$ cat src/rtl/multicycle_ctrl.sv
// multicycle_ctrl: multicycle control unit for an RV32I-subset datapath.
//
// Sequences every instruction through IF -> ID -> EX -> MEM -> WB. MEM lasts
// MEM_LATENCY cycles; every other state lasts one cycle. Control strobes are decoded
// from the instruction and the current state.
//
// Ports:
//   clk         in   1   system clock, rising edge
//   rst         in   1   synchronous, active-high reset
//   instr       in  32   current instruction, stable from IF through WB
//   Zero        in   1   ALU zero flag, sampled only in EX
//   PCSrc       out  1   1 = PC + branch offset, 0 = PC + 4 (WB only)
//   ALUSrc      out  1   1 = immediate operand, 0 = rs2
//   RegWrite    out  1   register file write strobe (WB only)
//   MemToReg    out  1   1 = write back load data, 0 = ALU result (WB only)
//   ALUCtrl     out  4   ALU operation select
//   loadPC      out  1   PC update strobe, one pulse per instruction (WB)
//   MemRead     out  1   data memory read strobe (MEM, loads)
//   MemWrite    out  1   data memory write strobe (MEM, stores)
//   retired_cnt out 32   retired instruction count (only with
//                        MULTICYCLE_CTRL_RETIRE_CNT_EN defined)
//
// Parameter MEM_LATENCY: cycles spent in MEM, legal range 1..15.
// Optional feature macro: MULTICYCLE_CTRL_RETIRE_CNT_EN.

module multicycle_ctrl #(
  parameter int unsigned MEM_LATENCY = 1
) (
  input  logic        clk,
  input  logic        rst,
  input  logic [31:0] instr,
  input  logic        Zero,
  output logic        PCSrc,
  output logic        ALUSrc,
  output logic        RegWrite,
  output logic        MemToReg,
  output logic [3:0]  ALUCtrl,
  output logic        loadPC,
  output logic        MemRead,
  output logic        MemWrite
`ifdef MULTICYCLE_CTRL_RETIRE_CNT_EN
  ,
  output logic [31:0] retired_cnt
`endif
);

  typedef enum logic [2:0] {StIf, StId, StEx, StMem, StWb} state_e;

  localparam logic [3:0] AluAnd = 4'b0000;
  localparam logic [3:0] AluOr  = 4'b0001;
  localparam logic [3:0] AluAdd = 4'b0010;
  localparam logic [3:0] AluXor = 4'b0101;
  localparam logic [3:0] AluSub = 4'b0110;
  localparam logic [3:0] AluSlt = 4'b0111;
  localparam logic [3:0] AluSrl = 4'b1000;
  localparam logic [3:0] AluSll = 4'b1001;
  localparam logic [3:0] AluSra = 4'b1010;

  localparam logic [3:0] LastMemCnt = 4'(MEM_LATENCY - 1);

  state_e     r_state;
  state_e     w_state_next;
  logic [3:0] r_mem_cnt;
  logic       r_br_taken;

  logic [6:0] w_opcode;
  logic [2:0] w_funct3;
  logic       w_alt;  // funct7[5]: SUB/SRA select
  logic       w_is_r, w_is_i, w_is_lw, w_is_sw, w_is_beq;
  logic [3:0] w_alu_ctrl;
  logic       w_alu_src;
  logic       w_unused_instr_bits;

  assign w_opcode = instr[6:0];
  assign w_funct3 = instr[14:12];
  assign w_alt    = instr[30];
  assign w_unused_instr_bits = ^{instr[31], instr[29:15], instr[11:7]};

  assign w_is_r   = (w_opcode == 7'b0110011);
  assign w_is_i   = (w_opcode == 7'b0010011);
  assign w_is_lw  = (w_opcode == 7'b0000011);
  assign w_is_sw  = (w_opcode == 7'b0100011);
  assign w_is_beq = (w_opcode == 7'b1100011);

  assign w_alu_src = w_is_i | w_is_lw | w_is_sw;

  // R- and I-type share the funct3 map; only R-type honours funct7[5] for SUB.
  always_comb begin
    w_alu_ctrl = AluAdd;
    if (w_is_r || w_is_i) begin
      case (w_funct3)
        3'b000:  w_alu_ctrl = (w_is_r && w_alt) ? AluSub : AluAdd;
        3'b001:  w_alu_ctrl = AluSll;
        3'b010:  w_alu_ctrl = AluSlt;
        3'b100:  w_alu_ctrl = AluXor;
        3'b101:  w_alu_ctrl = w_alt ? AluSra : AluSrl;
        3'b110:  w_alu_ctrl = AluOr;
        3'b111:  w_alu_ctrl = AluAnd;
        default: w_alu_ctrl = AluAdd;  // sltu/sltiu unsupported
      endcase
    end else if (w_is_beq) begin
      w_alu_ctrl = AluSub;
    end
  end

  always_ff @(posedge clk) begin
    if (rst) begin
      r_state    <= StIf;
      r_mem_cnt  <= 4'd0;
      r_br_taken <= 1'b0;
    end else begin
      r_state <= w_state_next;
      if (r_state == StEx) begin
        r_mem_cnt  <= 4'd0;
        r_br_taken <= w_is_beq & Zero;
      end else if (r_state == StMem) begin
        r_mem_cnt <= r_mem_cnt + 4'd1;
      end else if (r_state == StWb) begin
        r_br_taken <= 1'b0;
      end
    end
  end

  always_comb begin
    w_state_next = r_state;
    PCSrc        = 1'b0;
    ALUSrc       = 1'b0;
    RegWrite     = 1'b0;
    MemToReg     = 1'b0;
    ALUCtrl      = 4'b0000;
    loadPC       = 1'b0;
    MemRead      = 1'b0;
    MemWrite     = 1'b0;
    case (r_state)
      StIf: w_state_next = StId;
      StId: begin
        w_state_next = StEx;
        ALUSrc       = w_alu_src;
        ALUCtrl      = w_alu_ctrl;
      end
      StEx: begin
        w_state_next = StMem;
        ALUSrc       = w_alu_src;
        ALUCtrl      = w_alu_ctrl;
      end
      StMem: begin
        if (r_mem_cnt == LastMemCnt) w_state_next = StWb;
        ALUSrc   = w_alu_src;
        ALUCtrl  = w_alu_ctrl;
        MemRead  = w_is_lw;
        MemWrite = w_is_sw;
      end
      StWb: begin
        w_state_next = StIf;
        ALUSrc       = w_alu_src;
        ALUCtrl      = w_alu_ctrl;
        RegWrite     = w_is_r | w_is_i | w_is_lw;
        MemToReg     = w_is_lw;
        loadPC       = 1'b1;
        PCSrc        = r_br_taken;
      end
      default: w_state_next = StIf;
    endcase
  end

`ifdef MULTICYCLE_CTRL_RETIRE_CNT_EN
  logic [31:0] r_retired_cnt;

  always_ff @(posedge clk) begin
    if (rst) begin
      r_retired_cnt <= 32'd0;
    end else if (r_state == StWb) begin
      r_retired_cnt <= r_retired_cnt + 32'd1;
    end
  end

  assign retired_cnt = r_retired_cnt;
`endif

endmodule

$ cat config.mk
export PLATFORM = sky130hd
export DESIGN_NAME = multicycle_ctrl
export DESIGN_NICKNAME = d
export VERILOG_FILES = /design/src/rtl/multicycle_ctrl.sv
export SDC_FILE = /design/constraint.sdc
export NUM_CORES = 1
export LEC_CHECK = 0
export ABC_AREA = 1
export CORE_UTILIZATION = 32
export DETAILED_ROUTE_END_ITERATION = 8
export PLACE_DENSITY_LB_ADDON = 0.25
export SKIP_CTS_REPAIR_TIMING = 1
export SYNTH_ARGS = -nofsm -noshare
export SYNTH_HDL_FRONTEND = slang
export SYNTH_SLANG_ARGS = --single-unit
$ cat constraint.sdc
create_clock -name clk -period 1.8 [get_ports clk]
set_clock_uncertainty 0.2 [all_clocks]
set_input_delay 0.27 -clock clk [delete_from_list [all_inputs] [get_ports clk]]
set_output_delay 0.27 -clock clk [all_outputs]
set_load 0.005 [all_outputs]
Word level (Yosys, flattened, before mapping):

Cells that the tools add are included.
Widths: inputs -> output; s select.

* add/sub/neg operators: 1
* $mul: 0
* divide/modulo/power cells: 0
* magnitude comparators: 0
* eq/ne operators: 17
* shift operators: 0
* muxes and demuxes: 18
* bitwise gates (word level): 5
* reduce and logical (&&, ||, !) cells: 9

Operators by type and width (number)
* $pmux 4 s7: 1
* $eq 3x3->1 const B: 5
* $eq 7x6->1 const B: 2
* $pmux 3 s4: 1
* $mux 1: 10
* $eq 3x2->1 const B: 3
* $mux 3: 3
* $mux 4: 2
* $eq 7x2->1 const B: 1
* $eq 7x5->1 const B: 1
* $eq 7x7->1 const B: 1
* $eq 3x1->1 const B: 2
* $logic_not 3->1: 2
* $add 4x1->4 const B: 1
* $logic_not 4->1: 1
* $or 1x1->1: 4
* $reduce_or 4->1: 1
* $mux 2: 1
* $ne 2x1->1 const B: 1
* $ne 2x2->1 const B: 1
* $reduce_and 2->1: 1
* $reduce_bool 2->1: 1
* $reduce_or 2->1: 1
* $and 1x1->1: 1
* other kinds (2): 2

* bits in registers: 8
* bits in latches: 0
* bits in writable memories: 0
* ROM bits: 0
* output and inout bits: 11
* logic and storage cells: 53
* memories: 0

Depth between registers and ports, before layout:

* depth after elaboration: 6
* mapped depth: 7
* depth with buffers taken out: 7

Worst setup path after synthesis:

Ideal clock, no wire load.

* kind: reg-to-output
* from: reg r_state[0]
* to: out ALUCtrl[3]
* arrival: 0.938 ns
* required time: 1.330 ns
* setup slack: 0.392 ns
* stages on the path, launching flop included: 6
* path buffers: 0
* cell sequence: dfxtp_1 -> nor2_1 -> nand2_2 -> nand2_2 -> a21oi_2 -> nor3b_1

* cells in the longest elaborated chain, start to end: 3
* elaborated cells on any way between the ends: 6
* classes of those cells: eq/ne (4); mux (1); reduce/logical (1)

RTL lines
* start: declaration: RTL line 61 `state_e r_state;`
* start signal: assignment: RTL line 108 `r_state <= StIf;`
* start signal: assignment: RTL line 112 `r_state <= w_state_next;`
* $eq 3x2->1 (tied with other cells): RTL line 134 `case (r_state)`
* $reduce_or 4->1 (no source line) *
* $mux 4 *: RTL line 134
* end: declaration: RTL line 37 `output logic [3:0] ALUCtrl,`

Mark *: on every way between the ends. The rest lies on a longest branch, timed or not.

Worst setup path after layout:

* from: reg r_state[1]
* to: out ALUSrc

* cells in the longest elaborated chain, start to end: 3
* elaborated cells on any way between the ends: 6
* classes of those cells: eq/ne (4); mux (1); reduce/logical (1)

RTL lines
* $eq 3x2->1 (tied with other cells): RTL line 134
* $reduce_or 4->1 (no source line) *
* $mux 1 *: RTL line 134
* end: declaration: RTL line 34 `output logic ALUSrc,`

Marked as above.

==> metrics.md <==
| Metric | Value |
|---|---|
| Crit path launch type | register |
| Synth Area in Adders | 4.18% |
| Total Wirelength | approximately 1900 µm |
| Leakage | 0.646 nW |
| Final Critical Period | about 1.9 ns |
| Final non-filler cell total | about 170 |
| Global route total overflow | 0 |
| FP Rows | 15 |
| Die Y-Extent | around 45 µm |
| Hold Crit Class | primary input to register |
| Placed Cells | around 160 |
| Peak supply drop | around 0.45 mV |
| 1st-pass router iterations | 4 |
| Pwr/cell area | approximately 430 nW/µm² |
| Routed WL per cell | 11.3 µm |
| Post-Syn Area | roughly 600 µm² |
| Die X | roughly 45 µm |
| Failing checks | negative setup slack |
| CP Data Arrival Time | 1.41 ns |
| Syn_area_per_cell | 6.38 µm² |
| Maxcap violations | 0 |
| CTS tree | yes |
| Setup_tns | -0.221 ns |
| Total Nets Final | around 180 |
| Min-Delay Path Depth | 3 |
| Clock Sinks | 8 |
| Slew margin rel. | approximately four fifths |
| I/O Buffers | 24 |
| Cell mode on critical path | nand2_4 |
| Placeable Area | about 1700 µm² |
| 1st-iter DRT viols | 9 |
| Top FF cell, synth | dfxtp_1 |
| Slew Limit Fails | 0 |
| Syn Inst Count | 94 |
| Share of post-route cells with drive strength above 1 | ~46% |
| Mux contribution to synthesized area | 0% |
| R2R Setup Slk | ~0.44 ns |
| Worst path bufs/invs | 2 |
| Via count | around 800 |
| Status | finished, violations left |
| Critical Path RT | 1.33 ns |
| Vias per cell | around 4.7 |
| Worst setup startpoint | r_state[1]$_SDFFE_PP0P_ |
| Crit path cell chain | nor2_4, nand2_4, buf_6, nand2_4, a21oi_4, nor3b_2, buf_2 |
| Final hold violations | 0 |
| Routability cong. | 0.832 |
| Count of cell types in the netlist | 25 |
| Setup Viol. Count Final | 4 |
| Worst Setup Path Type | register to output port |
| Largest net degree at the start of global routing | 6 |
| CTS clk-pin slew, worst paths | 0.05 ns |
| Area delta synth->final | 97.7% |
| Boundary Pins | 46 |
| Initial antenna violation count | 0 |
| Max FO, Critical Path | 4 |
| YS warnings | 0 |
| Unrepaired setup endpoints after global routing | yes |
| H-tree depth | 1 |
| R2r startpoint | r_state[1]$_SDFFE_PP0P_ |
| Largest family of logic cells by synthesized area | simple AND/OR/NAND/NOR gates |
| Hold Path End | r_br_taken$_SDFFE_PP0P_ |
| CTS buffer count | 3 |
| CP top delay family | simple AND/OR/NAND/NOR gates |
| Root buf cell | clkbuf_4 |
| Hold Crit Start | instr[6] |
| R2r worst-path depth | 6 |
| Simple logic cell fraction of the synthesized area | 42.2% |
| Synth Area in Compound Gates | roughly an eighth |
| Post-DRT Antenna Nets | 0 |
| Remaining DRCs | 0 |
| R2R Path End | r_mem_cnt[1]$_SDFFE_PP0P_ |
| Slowest CP cell | dfxtp_4 |
| Vias in the first global route | ~630 |
| Post-synth EDFFs | 0 |
| First-pass GRT wire length | 2560 µm |
| Die Footprint | about 2000 µm² |
| Worst skew pair latency | 0.26 ns |
| Clk buf depth | 2 |
| Total power | approximately 510 µW |
| Worst Slack Setup Final | -0.0788 ns |
| Slew @ Worst Pin | ~0.27 ns |
| Synth Area in XOR/XNOR | 1.46% |
| Net Count, Synth | between 100 and 150 |
| Ant. Diodes | 0 |
| Sequential area share after synthesis | between 20% and 30% |
| Max incr delay on CP | between 0.3 and 0.4 ns |
| CP endpoint kind | output port |
| Crit share post-route | 104% |
| Starting Density | around 34% |
| Post-synth ARST share | 0% |
| DPL Wire Length | roughly 1300 µm |
| Synth Register Bits | 8 |
| Fmax | approximately 0.53 GHz |
| Global Route Usage Sum | between 10% and 20% |
## where the power goes
| part | internal [mW] | leakage, nW | switching [mW] |
|---|---|---|---|
| clock | 0.0764 | 0.0138 | 0.0622 |
| sequential | 0.185 | 0.0668 | 0.00941 |
| combinational | 0.0908 | 0.566 | 0.0881 |
## per-stage QoR
stage	hold slack, ns	setup slack [ns]	util (%)	cell area, µm²
after floorplan	0.139	0.392	-	599
after global placement	0.248	-0.533	56.8	991
after detailed placement	0.259	-0.570	56.8	991
after CTS	0.265	-0.566	58.1	1010
after global routing	0.212	-0.142	67.9	1180
final	0.179	-0.0788	67.9	1180
## worst max-delay path by stage
stage / endpoint / slack, ns / cells after the start
after global routing: ALUCtrl[2] / -0.14 / 9
after global placement: ALUSrc / -0.53 / 6
after CTS: ALUCtrl[3] / -0.57 / 6
after floorplan: ALUCtrl[3] / 0.39 / 5
final: ALUSrc / -0.08 / 7
after detailed placement: ALUCtrl[3] / -0.57 / 6
## cells in the final DEF (no fill, tap or decap), drive strengths merged
master,netlist,final
clkbuf,0,6
a211oi,1,1
dlymetal6s2s,0,11
inv,20,20
nand2,20,20
nor3b,2,2
clkdlybuf4s50,0,5
a31oi,1,1
or2,1,1
nand3,8,8
nor2,11,11
dfxtp,8,8
nor4,3,3
xor2,1,1
nor3,5,5
buf,0,28
ha,2,2
a21oi,7,7
o21ai,3,3
nand4,1,1
## registers in the layout (all words and copies together) (netlist names)
signal,cells
r_mem_cnt,4
r_state,3
r_br_taken,1
## worst reg2reg max path: stages (launching register included)
cell      delay (ns)
dfxtp_4         0.36
buf_4           0.11
nand2_2         0.06
nor2_4          0.14
inv_4           0.05
buf_4           0.15
a211oi_1        0.20
## per-layer routing
layer / GRT usage (%) / share of wire, % / up-vias
met3: 6.00 / 4.9 / 2
met2: 27.8 / 54 / 18
met5: 0 / 0 / -
met1: 22.1 / 40 / 370
li1: - / - / 405
met4: 3.64 / 0.37 / 0
## logic make-up after synthesis
logic type	count (synthesis)
and+or+nand+nor	51
buffers and inverters	20
AOI/OAI and AO/OA	12
DFF	8
adders and majority gates	2
xor gates and xnor gates	1
## cell usage after synthesis (3+ instances only)
library cell,count,area (µm²)
dfxtp_1,8,160
nor3_1,5,25.0
nand2_1,16,60.1
nand2_2,4,25.0
nor4_1,3,18.8
nand3_1,7,35.0
a21oi_1,5,25.0
nor2_1,9,33.8
inv_1,17,63.8
## area by class of cell
class | count | area, µm²
fillers | 145 | 561
inverters | 20 | 77.6
multi-input cells | 66 | 477
flip-flops and latches | 8 | 169
clock buffers | 3 | 22.5
well taps | 25 | 31.3
repair buffers | 47 | 408
Power figures use the tool's default switching activity.
